`src/rtl/store_check_pkg.sv`:
```
// Shared types for the RV32I store-bus self-check monitor.
// Holds the FSM state encoding, the per-store verdict encoding and index-width helper.
package store_check_pkg;

  typedef enum logic [2:0] {
    IDLE,
    RUN,
    PASS,
    FAIL,
    TOUT
  } state_t;

  typedef enum logic [1:0] {
    V_NONE,
    V_PASS,
    V_FAIL,
    V_TOUT
  } verdict_t;

  // A single-entry table still needs a 1-bit index so ports never collapse to zero width.
  function automatic int idx_width(input int n);
    return (n > 1) ? $clog2(n) : 1;
  endfunction

endpackage

```
`src/rtl/checkpoint_table.sv`:
```
// Programmable checkpoint table: per-entry enable/address/data registers and
// a combinational lowest-index address match against the current store.
module checkpoint_table
  import store_check_pkg::*;
#(
  parameter  int XLEN       = 32,
  parameter  int NUM_CHECKS = 4,
  localparam int IDX_W      = idx_width(NUM_CHECKS)
) (
  input  logic                  clk,
  input  logic                  reset_n,
  input  logic                  cfg_we,
  input  logic [IDX_W-1:0]      cfg_idx,
  input  logic                  cfg_en,
  input  logic [XLEN-1:0]       cfg_adr,
  input  logic [XLEN-1:0]       cfg_data,
  input  logic [XLEN-1:0]       data_adr,
  input  logic [XLEN-1:0]       write_data,
  output logic [NUM_CHECKS-1:0] en_mask,
  output logic                  match,
  output logic [IDX_W-1:0]      match_idx,
  output logic                  data_ok
);

  logic [XLEN-1:0] adr_q  [NUM_CHECKS];
  logic [XLEN-1:0] data_q [NUM_CHECKS];

  always_ff @(posedge clk or negedge reset_n) begin
    if (!reset_n) begin
      en_mask <= '0;
      for (int i = 0; i < NUM_CHECKS; i++) begin
        adr_q[i]  <= '0;
        data_q[i] <= '0;
      end
    end else if (cfg_we) begin
      for (int i = 0; i < NUM_CHECKS; i++) begin
        if (cfg_idx == IDX_W'(i)) begin
          en_mask[i] <= cfg_en;
          adr_q[i]   <= cfg_adr;
          data_q[i]  <= cfg_data;
        end
      end
    end
  end

  // Scan from the top down so the lowest matching index is the one left standing.
  always_comb begin
    match     = 1'b0;
    match_idx = '0;
    data_ok   = 1'b0;
    for (int i = NUM_CHECKS - 1; i >= 0; i--) begin
      if (en_mask[i] && (adr_q[i] == data_adr)) begin
        match     = 1'b1;
        match_idx = IDX_W'(i);
        data_ok   = (data_q[i] == write_data);
      end
    end
  end

endmodule

```
`config.mk`:
```
export PLATFORM = sky130hd
export DESIGN_NAME = checkpoint_table
export DESIGN_NICKNAME = d
export VERILOG_FILES = /design/src/rtl/store_check_pkg.sv /design/src/rtl/checkpoint_table.sv
export SDC_FILE = /design/constraint.sdc
export NUM_CORES = 1
export LEC_CHECK = 0
export CAP_MARGIN = 0
export CORE_AREA = 2 2 161 163
export DETAILED_ROUTE_END_ITERATION = 16
export DIE_AREA = 0 0 163 165
export GPL_ROUTABILITY_DRIVEN = 0
export GPL_TIMING_DRIVEN = 1
export PLACE_DENSITY = 0.72
export REMOVE_ABC_BUFFERS = 1
export SLEW_MARGIN = 10
export SYNTH_ARGS = -nofsm -noshare
export SYNTH_HDL_FRONTEND = slang
export SYNTH_SLANG_ARGS = --single-unit
```
`constraint.sdc`:
```
create_clock -name clk -period 4.05 [get_ports clk]
set_input_delay 1.0125 -clock clk [delete_from_list [all_inputs] [get_ports clk]]
set_output_delay 1.0125 -clock clk [all_outputs]
set_load 0.01 [all_outputs]
```
==> results.md <==
* Synth Instances at 907
* Final Hold Fails at 0
* Tcrit/Tclk final at 1.00
* Slew Viols, Final at 0
* Pwr Total at 7.79 mW
* Synth Area in Compound Gates at 0.00231
* Netlist cell types at 25
* Layout cells sized above 1 at 0.389
* Die width at around 160 um
* Synth Area in Simple Gates at 0.0504
* Fmax achieved at 247 MHz
* Slew HR at 0.527
* Die Ht at 165 um
* Final setup vio count at 2
* DP Area at 0.0150 mm2
* Sequential cell area fraction in the yosys report at 0.523
* Final min period at 4.06 ns
* Clock-pin slew on the worst setup and hold paths at ~0.060 ns
* Initial antenna violation count at 1
* CP delay by family, top: simple AND/OR/NAND/NOR gates
* R2R Setup Slk at 3.23 ns
* Max cap viols at 0
* Synth Register Bits at 260
* Max VDD drop at 0.357 mV
* Critical Path AT at 3.04 ns
* Min-delay worst type: in2async
* Core area at 0.0250 mm2
* Number of top-level pins at roughly 140
* Final WS setup at -0.00652 ns
* Startpoint types: primary input
* Hold-fix buffers, CTS at 0
* Critical Path Fanout Max at 4
* Iter 0 DRT Violations at between 400 and 500
* CP max stage delay at between 0.5 and 0.6 ns
* Latest clock arrival within the worst-skew pair at roughly 0.54 ns
* Unrepaired setup endpoints after global routing: yes
* Leak at 6.91 nW
* CTS Buf Count at 29
* Htree depth at 1
* Worst reg-to-reg path cell count at 1
* All-Layer GR Usage at 0.235
* YS warnings at 0
* Syn_area_per_cell at 13.7 um2
* Grt ovf at 0
* CTS tree: done
* FP Rows at 58
* Syn-to-layout area delta at 29.4%
* Post-synthesis mux area share at 0.235
* Clock buffer depth at 3
* Req. time, crit path at a little over 3 ns
* # clock sinks at 260
* Seq. cell area at ~0.0065 mm2
* Die area at ~0.027 mm2
* Via count at 8004
* Final Cell Area at between 0.015 and 0.02 mm2
* Fill count at 1967
* Setup crit end kind: output port
* Nets at approximately 1300
* Main combinational cell family by area after synthesis: multiplexers
* Status: finished with violations
* Worst slack, placed at -0.804 ns
* Xor and xnor area share after synthesis at 0.180
* Setup total negative slack at -0.00779 ns
* Port buffer count at 141
* Cells along the critical path: dlygate4sd2_1 -> xor2_1 -> nor4_2 -> nand4_1 -> or4_4 -> buf_4 -> a21oi_4 -> clkbuf_2
* Residual DRC at 0
* Clk_skew at 0 ns
* Crit-path slowest cell: or4_4
* DRT antenna net count at 0
* DP HPWL at ~22000 um
* Vias per inst at 5.34
* Worst Tran Pin Value at 0.710 ns
* Inst Count DP at 1445
* Vias in the first global route at about 8600
* Final wirelength at 30700 um
* Root buffer cell: clkbuf_16
* Power Dens Cells at 484 mW/mm2
* Wire length per cell at 20.5 um
* Post-Synth Adder-Cell Area at 0
* TritonRoute pass-1 iters at 4
* Multi-input logic area at 0.00601 mm2
* Crit path buf inv count at 3
* Fin cells at between 1000 and 1500
* Largest net degree at the start of global routing at 91
* RR Startpoint: en_mask[1]
* Synthesized area at 0.0124 mm2
* Initial Util at 0.497
* Failing checks: negative setup slack
* Crit path kind: in2out
* First-pass GRT wire length at 47900 um
* RR Endpoint: en_mask[1]
[through the flow]
stage / util / hold slack (ns)
global placement: 0.597 / 0.507
floorplan: - / 0.500
finish: 0.643 / 0.509
CTS: 0.641 / 0.525
detailed placement: 0.597 / 0.513
global route: 0.643 / 0.533
[per-layer routing]
layer | wire length, um | track usage | up-vias
met5 | 0 | 0 | -
met4 | 1340 | 0.0869 | 0
met3 | 1520 | 0.0369 | 70
met2 | 14900 | 0.404 | 196
met1 | 13000 | 0.300 | 4041
li1 | - | - | 3697
[kinds of logic after synthesis]
family / count (synthesis)
buffers and inverters: 28
DFF: 260
AOI/OAI and AO/OA: 4
muxes: 260
and+or+nand+nor: 99
xor gates and xnor gates: 256
[Yosys cell counts]
master	count	area, um2
dfrtp_1	260	6510
mux2_2	260	2930
xor2_1	216	1890
nor4_1	52	325
xnor2_1	40	350
clkbuf_1	23	86.3
nand4_1	18	113
nand3_1	8	40.0
nor3_1	6	30.0
buf_2	5	25.0
nand2b_1	3	18.8
nand3b_1	2	15.0
or3_1	2	12.5
a211o_1	1	8.76
a21oi_1	1	5.00
and2_1	1	6.26
nand2_1	1	3.75
nand4_2	1	12.5
nor2_1	1	3.75
nor3b_1	1	7.51
nor4_2	1	12.5
nor4b_2	1	15.0
o21ai_0	1	5.00
o311a_1	1	10.0
or4_4	1	11.3
[power by group]
part	total [mW]	switching [mW]	internal (mW)	leakage (nW)
sequential	3.42	0.328	3.10	3.08
combinational	1.61	0.715	0.891	3.33
clock	2.76	1.05	1.72	0.508
[registers in the layout, summed over array words and instances (netlist names)]
signal,flops
en_mask,4
data_q,128
adr_q,128
[timing repair]
item | CTS | global route
pin swaps | 30 | 8
setup buffers | 1 | 1
hold endpoints to repair | 0 | 0
gates resized for setup | 99 | 16
endpoints found under the setup margin | 4 | 3
[cell usage in the layout (no fill, tap or decap), drive strengths merged, types with 4 or more instances in the layout]
cell type	instances
clkdlybuf4s15	8
buf	105
nor4	53
mux2	260
xnor2	40
dfrtp	260
xor2	216
nor3	6
nand4	19
clkdlybuf4s50	100
nand3	8
bufinv	4
clkbuf	42
clkinv	6
dlygate4sd2	20
[worst max path at each step]
| stage | startpoint | to | slack, ns | depth (start not counted) |
|---|---|---|---|---|
| final | data_adr[27] | match_idx[0] | -0.007 | 8 |
| after global routing | write_data[4] | data_ok | -0.09 | 8 |
| after CTS | data_adr[17] | data_ok | 0.002 | 8 |
| after detailed placement | data_adr[17] | data_ok | -0.80 | 8 |
| after global placement | data_adr[14] | data_ok | -0.76 | 9 |
| after floorplan | cfg_idx[0] | adr_q[100] | -2.48 | 2 |
[layout make-up]
cell class	count	area share
diodes	2	0.000311
clock inverters	12	0.0103
clock buffers	39	0.0530
repair buffers	237	0.133
multi-input cells	619	0.373
flip-flops and latches	260	0.404
well taps	330	0.0256
Power figures use the tool's default switching activity.
